===== src/rtl/mb_ascii_rx_deframer.sv =====
// Modbus ASCII receive deframer: finds ':', pairs hex digits into bytes, checks the LRC at CR LF.
// Each data byte is held back one byte so the trailing LRC byte is never emitted.
module mb_ascii_rx_deframer #(
    parameter  int MAX_BYTES = 256,
    localparam int CW        = $clog2(MAX_BYTES + 1)
) (
    input  logic          clk,
    input  logic          rst_n,
    input  logic [7:0]    char_i,
    input  logic          char_valid_i,
    input  logic          abort_i,
    output logic [7:0]    byte_o,
    output logic          byte_valid_o,
    output logic          sof_o,
    output logic          frame_ok_o,
    output logic          frame_err_o,
    output logic [2:0]    err_code_o,
    output logic [CW-1:0] byte_cnt_o,
    output logic          busy_o
);

    // state | meaning
    // IDLE  | waiting for ':'
    // HI    | expecting high nibble (or CR)
    // LO    | expecting low nibble
    // LF    | CR seen, expecting LF
    typedef enum logic [1:0] {S_IDLE, S_HI, S_LO, S_LF} state_t;

    localparam logic [7:0] CH_COLON = 8'h3A;
    localparam logic [7:0] CH_CR    = 8'h0D;
    localparam logic [7:0] CH_LF    = 8'h0A;

    state_t          r_state,     w_state_nxt;
    logic [3:0]      r_hi_nib,    w_hi_nib_nxt;
    logic [7:0]      r_sum,       w_sum_nxt;
    logic [7:0]      r_pend,      w_pend_nxt;
    logic            r_pend_v,    w_pend_v_nxt;
    logic [CW-1:0]   r_dec_cnt,   w_dec_cnt_nxt;
    logic            r_sof_pend,  w_sof_pend_nxt;
    logic [7:0]      r_byte,      w_byte_nxt;
    logic            r_byte_v,    w_byte_v_nxt;
    logic            r_sof,       w_sof_nxt;
    logic            r_ok,        w_ok_nxt;
    logic            r_err,       w_err_nxt;
    logic [2:0]      r_err_code,  w_err_code_nxt;
    logic [CW-1:0]   r_byte_cnt,  w_byte_cnt_nxt;

    logic            w_is_digit, w_is_upper, w_is_lower, w_is_hex;
    logic [3:0]      w_nib;
    logic [7:0]      w_byte_new;
    logic            w_fail;
    logic [2:0]      w_fail_code;

    assign w_is_digit = (char_i >= 8'h30) && (char_i <= 8'h39);
    assign w_is_upper = (char_i >= 8'h41) && (char_i <= 8'h46);
    assign w_is_lower = (char_i >= 8'h61) && (char_i <= 8'h66);
    assign w_is_hex   = w_is_digit || w_is_upper || w_is_lower;
    // 'A'/'a' have low nibble 1, so letters map to value by adding 9
    assign w_nib      = char_i[3:0] + (w_is_digit ? 4'd0 : 4'd9);
    assign w_byte_new = {r_hi_nib, w_nib};

    always_comb begin
        w_state_nxt    = r_state;
        w_hi_nib_nxt   = r_hi_nib;
        w_sum_nxt      = r_sum;
        w_pend_nxt     = r_pend;
        w_pend_v_nxt   = r_pend_v;
        w_dec_cnt_nxt  = r_dec_cnt;
        w_sof_pend_nxt = 1'b0;
        w_byte_nxt     = r_byte;
        w_byte_v_nxt   = 1'b0;
        w_sof_nxt      = 1'b0;
        w_ok_nxt       = 1'b0;
        w_err_nxt      = 1'b0;
        w_err_code_nxt = r_err_code;
        w_byte_cnt_nxt = r_byte_cnt;
        w_fail         = 1'b0;
        w_fail_code    = 3'd0;

        // Delayed start after a resync: status of the killed frame was shown last cycle
        if (r_sof_pend && !abort_i) begin
            w_sof_nxt      = 1'b1;
            w_err_code_nxt = 3'd0;
            w_byte_cnt_nxt = '0;
        end

        if (abort_i) begin
            w_state_nxt = S_IDLE;
        end else if (char_valid_i) begin
            if (char_i == CH_COLON) begin
                if (r_state == S_IDLE) begin
                    w_sof_nxt      = 1'b1;
                    w_err_code_nxt = 3'd0;
                    w_byte_cnt_nxt = '0;
                end else begin
                    w_err_nxt      = 1'b1;
                    w_err_code_nxt = 3'd7;
                    w_sof_pend_nxt = 1'b1;
                end
                w_sum_nxt     = 8'h00;
                w_dec_cnt_nxt = '0;
                w_pend_v_nxt  = 1'b0;
                w_state_nxt   = S_HI;
            end else begin
                case (r_state)
                    S_HI: begin
                        if (w_is_hex) begin
                            w_hi_nib_nxt = w_nib;
                            w_state_nxt  = S_LO;
                        end else if (char_i == CH_CR) begin
                            w_state_nxt = S_LF;
                        end else begin
                            w_fail      = 1'b1;
                            w_fail_code = 3'd1;
                        end
                    end
                    S_LO: begin
                        if (w_is_hex) begin
                            if (r_dec_cnt == CW'(MAX_BYTES)) begin
                                w_fail      = 1'b1;
                                w_fail_code = 3'd6;
                            end else begin
                                w_sum_nxt = r_sum + w_byte_new;
                                if (r_pend_v) begin
                                    w_byte_nxt     = r_pend;
                                    w_byte_v_nxt   = 1'b1;
                                    w_byte_cnt_nxt = r_byte_cnt + CW'(1);
                                end
                                w_pend_nxt    = w_byte_new;
                                w_pend_v_nxt  = 1'b1;
                                w_dec_cnt_nxt = r_dec_cnt + CW'(1);
                                w_state_nxt   = S_HI;
                            end
                        end else if (char_i == CH_CR) begin
                            w_fail      = 1'b1;
                            w_fail_code = 3'd2;
                        end else begin
                            w_fail      = 1'b1;
                            w_fail_code = 3'd1;
                        end
                    end
                    S_LF: begin
                        if (char_i == CH_LF) begin
                            if (r_dec_cnt < CW'(2)) begin
                                w_fail      = 1'b1;
                                w_fail_code = 3'd4;
                            end else if (r_sum != 8'h00) begin
                                w_fail      = 1'b1;
                                w_fail_code = 3'd5;
                            end else begin
                                w_ok_nxt    = 1'b1;
                                w_state_nxt = S_IDLE;
                            end
                        end else begin
                            w_fail      = 1'b1;
                            w_fail_code = 3'd3;
                        end
                    end
                    default: ;
                endcase
                if (w_fail) begin
                    w_err_nxt      = 1'b1;
                    w_err_code_nxt = w_fail_code;
                    w_state_nxt    = S_IDLE;
                end
            end
        end
    end

    always_ff @(posedge clk or negedge rst_n) begin
        if (!rst_n) begin
            r_state    <= S_IDLE;
            r_hi_nib   <= 4'h0;
            r_sum      <= 8'h00;
            r_pend     <= 8'h00;
            r_pend_v   <= 1'b0;
            r_dec_cnt  <= '0;
            r_sof_pend <= 1'b0;
            r_byte     <= 8'h00;
            r_byte_v   <= 1'b0;
            r_sof      <= 1'b0;
            r_ok       <= 1'b0;
            r_err      <= 1'b0;
            r_err_code <= 3'd0;
            r_byte_cnt <= '0;
        end else begin
            r_state    <= w_state_nxt;
            r_hi_nib   <= w_hi_nib_nxt;
            r_sum      <= w_sum_nxt;
            r_pend     <= w_pend_nxt;
            r_pend_v   <= w_pend_v_nxt;
            r_dec_cnt  <= w_dec_cnt_nxt;
            r_sof_pend <= w_sof_pend_nxt;
            r_byte     <= w_byte_nxt;
            r_byte_v   <= w_byte_v_nxt;
            r_sof      <= w_sof_nxt;
            r_ok       <= w_ok_nxt;
            r_err      <= w_err_nxt;
            r_err_code <= w_err_code_nxt;
            r_byte_cnt <= w_byte_cnt_nxt;
        end
    end

    assign byte_o       = r_byte;
    assign byte_valid_o = r_byte_v;
    assign sof_o        = r_sof;
    assign frame_ok_o   = r_ok;
    assign frame_err_o  = r_err;
    assign err_code_o   = r_err_code;
    assign byte_cnt_o   = r_byte_cnt;
    assign busy_o       = (r_state != S_IDLE);

endmodule


===== config.mk =====
export PLATFORM = sky130hd
export DESIGN_NAME = mb_ascii_rx_deframer
export DESIGN_NICKNAME = d
export VERILOG_FILES = /design/src/rtl/mb_ascii_rx_deframer.sv
export SDC_FILE = /design/constraint.sdc
export NUM_CORES = 1
export LEC_CHECK = 0
export CORE_ASPECT_RATIO = 1.5
export CORE_UTILIZATION = 45
export DETAILED_ROUTE_END_ITERATION = 10
export PLACE_DENSITY = 0.7
export SLEW_MARGIN = 20
export SYNTH_ARGS = -nofsm -noshare
export SYNTH_HDL_FRONTEND = slang
export SYNTH_SLANG_ARGS = --single-unit

===== constraint.sdc =====
create_clock -name clk -period 2.82 [get_ports clk]
set_input_delay 0.564 -clock clk [delete_from_list [all_inputs] [get_ports clk]]
set_output_delay 0.564 -clock clk [all_outputs]
set_load 0.02 [all_outputs]

Yosys cells after proc, flatten, opt, wreduce, memory -nomap -nowiden --
Index checks and enable logic that the tools add are counted.
Storage, ports and cells: flip-flop bits (word level) 57, input bits 12, word-level logic and storage cells 148
Operators by class: add/sub/neg operators 4, order comparisons 7, eq/ne operators 14, multiplexer cells 87, bitwise logic cells 3, reduce and logical (&&, ||, !) cells 19
Operator list (count):
- $mux 9 | 13
- $mux 1 | 43
- $mux 3 | 11
- $mux 8 | 4
- $ne 5x5->1 const B | 5
- $mux 2 | 12
- $add 9x1->9 const B | 2
- $eq 8x4->1 const B | 2
- $ge 8x7->1 const B | 2
- $le 8x7->1 const B | 2
- $reduce_and 5->1 | 2
- $eq 9x9->1 const B | 1
- $lt 9x2->1 const B | 1
- $pmux 3 s3 | 1
- $add 8x8->8 | 1
- $eq 8x6->1 const B | 1
- $ge 8x6->1 const B | 1
- $le 8x6->1 const B | 1
- $reduce_and 8->1 | 1
- $reduce_bool 2->1 | 4
- $reduce_bool 8->1 | 1
- $reduce_and 7->1 | 1
- $ne 6x6->1 const B | 1
- $pmux 2 s3 | 1
- other kinds (13) | 20

Longest topological paths before layout --
Gate-level depths: netlist of the first run.
depth in word-level cells 13, depth in mapped cells 14

Worst setup path after synthesis of the first run --
Ideal clock, no wire load.
kind input port to flip-flop, from input port char_i[1], to register r_sum[6], setup time 0.122 ns, arrival time 2.967 ns, setup slack -0.269 ns, stages 13, path buffers 1, cell sequence clkbuf_1 -> o21ai_0 -> nand2_1 -> ha_1 -> ha_1 -> xor2_1 -> ha_1 -> nor2b_1 -> o21ai_0 -> a21oi_1 -> o21a_1 -> or3_1 -> a32o_1
Between the ends: longest elaborated chain between the ends 9, elaborated cells between the ends (all ways) 23
RTL lines:
- from (decl) | RTL line 9 | input logic [7:0] char_i,
- $ge 8x6->1 or $le 8x6->1 (tied branches) | RTL line 54 | assign w_is_digit = (char_i >= 8'h30) && (char_i <= 8'h39);
- $logic_and 1x1->1 | RTL line 54
- $mux 4 | RTL line 59 | assign w_nib = char_i[3:0] + (w_is_digit ? 4'd0 : 4'd9);
- $add 4x4->4 * | RTL line 59
- named net w_nib[2] | RTL line 49 | logic [3:0] w_nib;
- $add 8x8->8 * | RTL line 123 | w_sum_nxt = r_sum + w_byte_new;
- $mux 8 * | RTL line 119 | if (r_dec_cnt == CW'(MAX_BYTES)) begin
- $mux 8 * | RTL line 118 | if (w_is_hex) begin
- $mux 8 * | RTL line 105 | case (r_state)
- $mux 8 * | RTL line 90 | if (char_i == CH_COLON) begin
- to (signal assigned) | RTL line 189 | r_sum <= w_sum_nxt;
- to (decl) | RTL line 35 | logic [7:0] r_sum, w_sum_nxt;
Mark *: on every way through the listed nets, which the timed path passes. The rest lies on a longest branch. The select of a mux whose other input is x is not followed. A chain may end at the register's enable or synchronous reset.

Final worst setup path of the first run --
from input port char_i[0], to register r_sum[6]
Same word-level chain as after synthesis.

==> flow_metrics.py, run 1 <==
metrics = {
    "logic_synthesis": {
        "synthXorXnorAreaFrac": 0.01843,
        "synth_top_family_by_area": "compound AO/OA/AOI/OAI gates",
        "syn_area_sq_um": 3327,
        "yosysWarningCount": 0,
        "synth_edf_count": 0,
        "syn-num-nets": 363,
        "synth_adder_area_share": 0.06995,
        "synth.distinct_cells": 54,
        "ys_ff_latch": 57,
        "seq_area_frac_synth": 0.4287,
        "synth-compound-area-share": 0.1892,
        "avgSynthCellArea_sq_um": 9.991,
        "synthMuxAreaShare": 0.08011,
        "synthCells": 333,
        "synthFlopType": "dfrtp_1",
        "synthArstFlopShare": 1.000,
        "synthSimpleGateAreaFrac": 0.1726,
    },
    "outcome": {
        "status": "complete, but fails checks",
        "violations": "DRC",
    },
    "finish": {
        "antennaDiodeCount": 0,
        "final_common_cell": "dfrtp_1",
        "final_cell_mix": "dfrtp_1, buf_4, clkdlybuf4s50_1, nand2_1, nor2_1",
        "final_core_util": 0.6182,
        "syn_to_final_growth_pct": 33.40,
        "fin_nets": 449,
        "layout-drive-gt1-share": 0.2500,
        "design_area_sq_um": 4438,
    },
    "detailed_routing": {
        "first_pass_iters": 7,
        "drc_errors": 1,
        "wl_mm": 8.223,
        "drt_iter0_drc": 146,
        "ant_nets": 0,
        "vias": 2969,
        "routed_via_density": 5.666,
        "wl_per_cell_um": 15.69,
    },
    "power_and_ir_drop": {
        "pwr-share-clk": 0.347,
        "p_int_mw": 1.728,
        "p_switching_mw": 0.8165,
        "p_seq_frac": 0.382,
        "p_sw_frac": 0.3209,
        "p_comb_frac": 0.271,
        "p_per_area_nw_per_um2": 573.4,
        "vdd_drop_max_uv": 528.9,
        "power.leakage_nw": 2.039,
    },
    "clock_tree": {
        "cts-root-to-sink-buffers": 2,
        "cts_tree": "done",
        "clkLatencyLatePin_ps": 340,
        "htreeDepth": 3,
        "clk_pin_slew_ps": 70,
        "clock_sinks": 57,
        "holdBufCountCts": 0,
        "cts_buffers": 9,
        "root_buffer": "clkbuf_8",
    },
    "global_route": {
        "first_global_vias": 3081,
        "grtUsageTotal": 0.2317,
        "grt_max_degree": 28,
        "grt_overflow": 0,
        "grt_pass1_wl_mm": 13.81,
        "antenna_found_initial": 0,
    },
    "die": {
        "initial_core_util": 0.4634,
        "pin_count": 37,
        "die_h_um": 107.3,
        "coreArea_sq_um": 7179,
        "die_w_um": 72.21,
        "row_count": 38,
        "dieArea_sq_um": 7748,
    },
    "worst_setup_path": {
        "crit_path_start": "char_i[0]",
        "slowest_delay_ps": 480,
        "crit_path_max_fanout": 2,
        "start_kind": "primary input",
        "r2r_start": "r_state[0]$_DFFE_PN0P_",
        "cp.arrival_ps": 3040,
        "path_class": "in -> reg",
        "crit_chain": "clkdlybuf4s50_1, ha_4, ha_4, xor2_2, ha_1, nor2b_1, o21ai_1, a21oi_2, o21a_1, or3_1, a32o_1",
        "cp.required_ps": 3050,
        "cp_slowest_cell": "clkdlybuf4s50_1",
        "cpMostUsedCell": "ha_4",
        "endpoint_kind": "flop",
    },
    "timing": {
        "clock_skew_ps": 8.457,
        "whs_ps": 234.8,
        "setup_viol": 0,
        "finalHoldViolations": 0,
        "report.final.slew_viol_count": 0,
        "fin_crit_sh": 0.9936,
        "max_freq_mhz": 356.9,
        "fin_crit_ps": 2802,
        "slew_headroom": 0.5864,
        "worst_pin_slew_ps": 620.4,
        "rsz0062_at_grt": "true",
    },
    "placement": {
        "place_hpwl_mm": 6.128,
        "place_area_sq_um": 4139,
        "routabilityCongestion": 0.8747,
        "io_buffers": 36,
    },
    "run": {
        "cap_violations": 0,
    },
    "hold_path": {
        "min_path_type": "in -> async",
    },
}
worst paths after layout:
kind | to | slack (ps) | depth (start not counted)
worst max register to register | r_state[0]$_DFFE_PN0P_ | 400 | 8
worst min register to register | r_pend[6]$_DFFE_PN0P_ | 500 | 1
worst max-delay path | r_sum[6]$_DFFE_PN0P_ | 20 | 11
min in group clk | r_pend[6]$_DFFE_PN0P_ | 500 | 1
max in group asynchronous | byte_cnt_o[7]$_DFF_PN0_ | 1930 | 2
worst min-delay path | r_state[0]$_DFFE_PN0P_ | 230 | 1
final cells by class:
cell class	count	area (sq um)
Clock buffer	9	123.9
Clock inverter	7	102.6
Fill cell	588	2741
Inverter	20	75.07
Multi-Input combinational cell	245	1861
Sequential cell	57	1426
Tap cell	100	125.1
Timing Repair Buffer	86	724.4
flip-flops by register name (all words and copies together) (netlist names):
signal,cells
r_pend_v,1
byte_o,8
r_sum,8
byte_valid_o,1
frame_err_o,1
r_hi_nib,4
byte_cnt_o,9
r_state,2
frame_ok_o,1
sof_o,1
r_dec_cnt,9
err_code_o,3
r_pend,8
r_sof_pend,1
critical path: cells and delay by family:
family / cells / cell delay [ps]
XOR/XNOR: 1 / 150
AO/OA/AOI/OAI: 4 / 670
adder cells (fa/ha/maj): 3 / 680
buffers and inverters: 1 / 480
AND/OR/NAND/NOR: 2 / 500
power by group through the flow:
stage	registers [mW]	clock network (mW)	logic (mW)
finish	0.972	0.883	0.689
global route	0.984	0.933	0.773
CTS	0.971	0.904	0.662
detailed placement	0.985	0	0.654
global placement	0.984	0	0.634
floorplan	0.967	0	0.426
metal layers:
layer	routed length, um	global-route usage	vias to the layer above
met5	0	0	-
met1	3293	0.2506	1465
met3	202	0.04963	19
met2	4489	0.4246	57
met4	238	0.09944	0
li1	-	-	1428
cells by family (layout without fill, tap and decap cells):
logic type / after synthesis / after routing
AOI/OAI and AO/OA: 84 / 84
muxes: 24 / 24
DFF: 57 / 57
and+or+nand+nor: 112 / 112
adders and majority gates: 18 / 18
buffers and inverters: 31 / 122
xor gates and xnor gates: 7 / 7
cell usage after synthesis, types with 3 or more instances:
cell / n / share of area
a22o_1: 8 / 0.021
inv_1: 20 / 0.023
nor2_1: 21 / 0.024
a41oi_1: 5 / 0.013
mux2i_1: 3 / 0.0090
a21oi_1: 11 / 0.017
buf_2: 4 / 0.0060
mux2_2: 18 / 0.061
clkbuf_1: 4 / 0.0045
o22ai_1: 3 / 0.0056
a21o_1: 7 / 0.016
a211o_1: 4 / 0.011
o31ai_1: 3 / 0.0068
nand2_1: 26 / 0.029
xor2_1: 3 / 0.0079
nor4_1: 9 / 0.017
o21ai_1: 4 / 0.0060
nand4_1: 8 / 0.015
and3_1: 4 / 0.0075
nor3_1: 8 / 0.012
ha_1: 17 / 0.064
or3_1: 3 / 0.0056
xnor2_1: 4 / 0.011
o221ai_1: 7 / 0.018
mux2_1: 3 / 0.010
a211oi_1: 4 / 0.0090
or2_2: 3 / 0.0056
dfrtp_1: 57 / 0.43
o21ai_0: 12 / 0.018
nand3_1: 19 / 0.029
nor2b_1: 3 / 0.0056
what timing repair did:
item,in CTS,in global routing
buffers inserted,3,1
endpoints found under the setup margin,2,7
endpoints found under the hold margin,0,0
pin swaps,11,7
gates resized for setup,17,7
through the flow:
stage | instances | setup slack (ps) | TNS [ps] | total power [mW]
global placement | 504 | -542.6 | -5636 | 1.619
floorplan | 333 | -136.4 | -136.4 | 1.393
CTS | 523 | 14.89 | 0 | 2.537
finish | 524 | 17.93 | 0 | 2.545
global route | 524 | -85.18 | -85.18 | 2.690
detailed placement | 504 | -608.5 | -7091 | 1.639
No activity file was read; power rests on OpenSTA's default activity.
==> run 2: changes to the inputs <==
Settings changed: SKIP_CTS_REPAIR_TIMING set to 1.
==> run 2 against run 1 <==
  * The flow still finishes with violations (DRC)
  * Fmax grew 2.1%
  * Largest power group unchanged
  * Clock power hardly changed
  * Clock-buffer cell count unchanged
  * Critical path type unchanged
  * Cell count is the same
  * Wire length grew 0.66%
  * Via count rose by 0.20%
  * Design area is 1.9% higher
  * Total power increased by 1.8%
  * Sequential cell count unchanged
==> flow_metrics.py, run 2 (synthesis gave the netlist of run 1 again) <==
metrics = {
    "detailed_routing": {
        "vias": 2975,
        "drc_errors": 1,
        "drt_iter0_drc": 178,
        "wl_mm": 8.277,
        "first_pass_iters": 7,
        "wl_per_cell_um": 15.80,
        "routed_via_density": 5.677,
        "ant_nets": 0,
    },
    "finish": {
        "layout.cells.non_filler": 524,
        "final_common_cell": "dfrtp_1",
        "antennaDiodeCount": 0,
        "syn_to_final_growth_pct": 35.95,
        "layout-drive-gt1-share": 0.2547,
        "filler_cell_count": 572,
        "fin_nets": 449,
        "final_cell_mix": "dfrtp_1, buf_4, clkdlybuf4s50_1, nand2_1, nor2_1",
    },
    "die": {
        "coreArea_sq_um": 7179,
        "pin_count": 37,
        "die_w_um": 72.21,
        "die_h_um": 107.3,
        "initial_core_util": 0.4634,
        "dieArea_sq_um": 7748,
        "row_count": 38,
    },
    "global_route": {
        "first_global_vias": 3050,
        "grt_pass1_wl_mm": 13.70,
        "antenna_found_initial": 0,
        "grtUsageTotal": 0.2299,
        "grt_max_degree": 28,
        "grt_overflow": 0,
    },
    "clock_tree": {
        "cts_buffers": 9,
        "clkLatencyLatePin_ps": 340,
        "cts_tree": "done",
        "htreeDepth": 3,
        "clk_pin_slew_ps": 70,
        "cts-root-to-sink-buffers": 2,
        "clock_sinks": 57,
        "root_buffer": "clkbuf_8",
    },
    "power_and_ir_drop": {
        "p_per_area_nw_per_um2": 572.6,
        "vdd_drop_max_uv": 529.3,
        "p_seq_frac": 0.375,
        "power_mw": 2.590,
        "p_comb_frac": 0.283,
        "p_sw_frac": 0.3246,
        "power.leakage_nw": 2.103,
        "p_int_mw": 1.749,
        "pwr-share-clk": 0.341,
        "p_switching_mw": 0.8406,
    },
    "worst_setup_path": {
        "cp.buffers_inverters": 1,
        "crit_chain": "dlymetal6s2s_1, and4bb_2, nand2_4, ha_4, ha_4, xor2_2, ha_1, nor2b_1, o21ai_2, a21oi_2, o21a_1, or3_1, a32o_1",
        "start_kind": "primary input",
        "cp_slowest_cell": "and4bb_2",
        "cp.required_ps": 3050,
        "path_delay_family": "simple AND/OR/NAND/NOR gates",
        "cpMostUsedCell": "ha_4",
        "endpoint_kind": "flop",
        "crit_path_max_fanout": 3,
        "path_class": "in -> reg",
        "cp.arrival_ps": 2980,
        "slowest_delay_ps": 330,
    },
    "placement": {
        "io_buffers": 36,
        "routabilityCongestion": 0.8747,
        "place_inst": 504,
        "place_hpwl_mm": 6.128,
    },
    "outcome": {
        "status": "complete, but fails checks",
        "violations": "DRC",
    },
    "timing": {
        "clock_skew_ps": 7.972,
        "slew_headroom": 0.5881,
        "finalHoldViolations": 0,
        "fin_crit_sh": 0.9735,
        "fin_crit_ps": 2745,
        "report.final.slew_viol_count": 0,
        "max_freq_mhz": 364.3,
        "setup_viol": 0,
        "worst_pin_slew_ps": 617.9,
        "rsz0062_at_grt": "true",
    },
    "hold_path": {
        "min_path_type": "in -> async",
    },
    "run": {
        "cap_violations": 0,
    },
}
[run 2: power by group through the flow]
stage	registers, mW	clock network (mW)	logic (mW)
3_5_place_dp	0.985	0	0.654
5_1_grt	0.984	0.933	0.824
6_report	0.972	0.883	0.734
4_1_cts	0.971	0.904	0.656
2_1_floorplan	0.967	0	0.426
3_3_place_gp	0.984	0	0.634
[run 2: layer usage]
metal | GRT usage | vias to the layer above | share of wire
met5 | 0 | - | 0
met4 | 0.09104 | 0 | 0.032
met3 | 0.04869 | 23 | 0.023
met2 | 0.4252 | 59 | 0.54
met1 | 0.2488 | 1468 | 0.40
li1 | - | 1425 | -
[run 2: final cells by class]
cell class | count | area [sq um] | area share
Sequential cell | 57 | 1426 | 0.3154
Clock buffer | 9 | 123.9 | 0.02739
Clock inverter | 7 | 102.6 | 0.02268
Inverter | 20 | 75.07 | 0.01660
Timing Repair Buffer | 86 | 764.5 | 0.1690
Multi-Input combinational cell | 245 | 1906 | 0.4213
Tap cell | 100 | 125.1 | 0.02766
[run 2: worst paths after layout]
check                                            start                      end  slack, ps  cells past startpoint
worst max-delay path                         char_i[7]     r_sum[6]$_DFFE_PN0P_         70                     13
worst min-delay path                             rst_n   r_state[0]$_DFFE_PN0P_        230                      1
worst max register to register  r_state[0]$_DFFE_PN0P_   r_state[0]$_DFFE_PN0P_        400                      8
worst min register to register   r_pend[6]$_DFFE_PN0P_    r_pend[6]$_DFFE_PN0P_        500                      1
max in group asynchronous                        rst_n  byte_cnt_o[7]$_DFF_PN0_       1930                      2
min in group clk                 r_pend[6]$_DFFE_PN0P_    r_pend[6]$_DFFE_PN0P_        500                      1
[run 2: metrics by stage]
| stage | instance area [sq um] | TNS (ps) | hold slack [ps] | utilization | setup slack [ps] |
|---|---|---|---|---|---|
| finish | 4523 | 0 | 233.5 | 0.6300 | 74.83 |
| global route | 4523 | -46.93 | 268.7 | 0.6300 | -46.93 |
| CTS | 4365 | -475.1 | 242.4 | 0.6081 | -239.7 |
| detailed placement | 4139 | -7091 | 485.6 | 0.5765 | -608.5 |
| global placement | 4139 | -5636 | 472.6 | 0.5765 | -542.6 |
| floorplan | 3363 | -136.4 | 268.4 | - | -136.4 |
==> run 3: changes to the inputs <==
Settings changed: CORE_MARGIN set to 4, RECOVER_POWER set to 100.
==> run 3 against run 2 <==
  * The run now ends clean
  * Sequential share of layout area is 1.2 points higher
  * Global-route usage is 4.2 points lower
  * Utilization is 2.7 points lower
  * Setup slack better by 14 ps
  * Die area is 14% higher
  * Highest routed layer unchanged
  * Combinational power is 11% lower
  * Via count is 0.57% lower
  * Clock power is 4.9% lower
  * Design area is 3.7% lower
==> flow_metrics.py, run 3 (synthesis gave the netlist of run 1 again) <==
metrics = {
    "outcome": {
        "status": "finished, final reports clean",
    },
    "hold_path": {
        "min_path_type": "reg -> reg",
    },
    "timing": {
        "worst_pin_slew_ps": 1402,
        "whs_ps": 486.9,
        "fin_crit_sh": 0.9683,
        "rsz0062_at_grt": "true",
        "slew_headroom": 0.06560,
        "clock_skew_ps": 8.902,
        "finalHoldViolations": 0,
        "fin_crit_ps": 2731,
        "worst_slack_ps": 89.33,
        "finalSetupTns_ps": 0,
        "report.final.slew_viol_count": 0,
        "setup_viol": 0,
        "max_freq_mhz": 366.2,
    },
    "die": {
        "coreArea_sq_um": 7227,
        "pin_count": 37,
        "initial_core_util": 0.4604,
        "die_w_um": 78.21,
        "row_count": 38,
        "die_h_um": 113.3,
        "dieArea_sq_um": 8861,
    },
    "detailed_routing": {
        "route.met2.wl_mm": 4.384,
        "drt_iter0_drc": 115,
        "vias": 2958,
        "first_pass_iters": 4,
        "wl_mm": 7.978,
        "ant_nets": 0,
        "met1_length_mm": 3.065,
        "routed_via_density": 5.688,
        "drc_errors": 0,
        "wl_per_cell_um": 15.34,
        "top_layer": "met4",
        "met3_length_um": 307,
    },
    "global_route": {
        "first_global_vias": 2941,
        "antenna_found_initial": 0,
        "grt_overflow": 0,
        "grtUsageTotal": 0.1880,
        "grt_pass1_wl_mm": 13.24,
        "grt_max_degree": 58,
    },
    "placement": {
        "dpl_worst_slack_ps": -593.9,
        "io_buffers": 36,
        "place_hpwl_mm": 6.020,
        "place_area_sq_um": 4146,
        "routabilityCongestion": 0.8889,
    },
    "finish": {
        "filler_cell_count": 642,
        "antennaDiodeCount": 0,
        "final_common_cell": "dfrtp_1",
        "design_area_sq_um": 4355,
        "final_cell_mix": "dfrtp_1, buf_4, nand2_1, dlygate4sd3_1, nor2_1",
        "fin_nets": 447,
        "syn_to_final_growth_pct": 30.91,
        "layout-drive-gt1-share": 0.2214,
    },
    "clock_tree": {
        "clkLatencyLatePin_ps": 340,
        "cts-root-to-sink-buffers": 2,
        "clk_pin_slew_ps": 60,
        "htreeDepth": 3,
        "root_buffer": "clkbuf_8",
        "clock_sinks": 57,
        "cts_tree": "done",
        "cts_buffers": 9,
    },
    "worst_setup_path": {
        "path_class": "in -> reg",
        "crit_path_max_fanout": 2,
        "cp.arrival_ps": 2960,
        "cp.required_ps": 3050,
        "start_kind": "primary input",
        "endpoint_kind": "flop",
    },
    "power_and_ir_drop": {
        "p_per_area_nw_per_um2": 566.7,
        "power.leakage_nw": 2.120,
        "vdd_drop_max_uv": 361.0,
    },
    "run": {
        "cap_violations": 0,
    },
}
run 3: cell types whose count changed in the layout (fill, tap and decap cells not counted), moves of 3 or more:
cell,previous run,this run
dlygate4sd3_1,0,25
o221ai_4,3,0
clkbuf_1,0,7
buf_4,48,36
o221ai_1,4,8
clkbuf_2,0,4
clkdlybuf4s50_1,28,2
run 3: worst max-delay path: stages:
cell,delay (ps)
buf_6,90
and4bb_2,300
nand2_2,80
ha_4,170
ha_4,150
xor2_2,150
ha_1,300
nor2b_4,130
o21ai_2,150
a21oi_2,80
o21a_1,190
or3_1,360
a32o_1,240
run 3: layout make-up:
type | instances | area, sq um | area share
tap | 100 | 125.1 | 0.02873
clock inverter | 3 | 65.06 | 0.01494
sequential | 57 | 1426 | 0.3275
clock buffer | 11 | 151.4 | 0.03476
timing repair buffer | 84 | 693.2 | 0.1591
inverter | 20 | 75.07 | 0.01724
multi-input combinational | 245 | 1819 | 0.4177
run 3: where the power goes:
| group | leakage, nW | switching, mW | internal [mW] |
|---|---|---|---|
| Combinational | 1.25 | 0.358 | 0.297 |
| Sequential | 0.763 | 0.0778 | 0.895 |
| Clock | 0.111 | 0.306 | 0.534 |
| Total | 2.12 | 0.742 | 1.73 |
run 3: path summary, 6_finish.rpt:
path / from / end / slack (ps) / cells past startpoint
min in group asynchronous: rst_n / byte_o[7]$_DFFE_PN0P_ / 630 / 2
max in group asynchronous: rst_n / frame_ok_o$_DFF_PN0_ / 1340 / 2
max reg2reg: r_dec_cnt[2]$_DFFE_PN0P_ / r_pend[6]$_DFFE_PN0P_ / 310 / 6
max: char_i[7] / r_sum[6]$_DFFE_PN0P_ / 90 / 13
min: r_pend[7]$_DFFE_PN0P_ / byte_o[7]$_DFFE_PN0P_ / 490 / 1
min reg2reg: r_pend[7]$_DFFE_PN0P_ / byte_o[7]$_DFFE_PN0P_ / 490 / 1
run 3: per-layer routing:
| layer | track usage | vias to the layer above |
|---|---|---|
| met5 | 0 | - |
| met4 | 0.08635 | 0 |
| met3 | 0.04299 | 25 |
| met2 | 0.3415 | 83 |
| met1 | 0.2049 | 1436 |
| li1 | - | 1414 |
run 3: per-stage QoR:
stage | power (mW) | std cells | utilization
finish | 2.468 | 520 | 0.6027
global route | 2.606 | 520 | 0.6027
CTS | 2.483 | 519 | 0.6037
global placement | 1.608 | 505 | 0.5738
detailed placement | 1.638 | 505 | 0.5738
floorplan | 1.393 | 333 | -
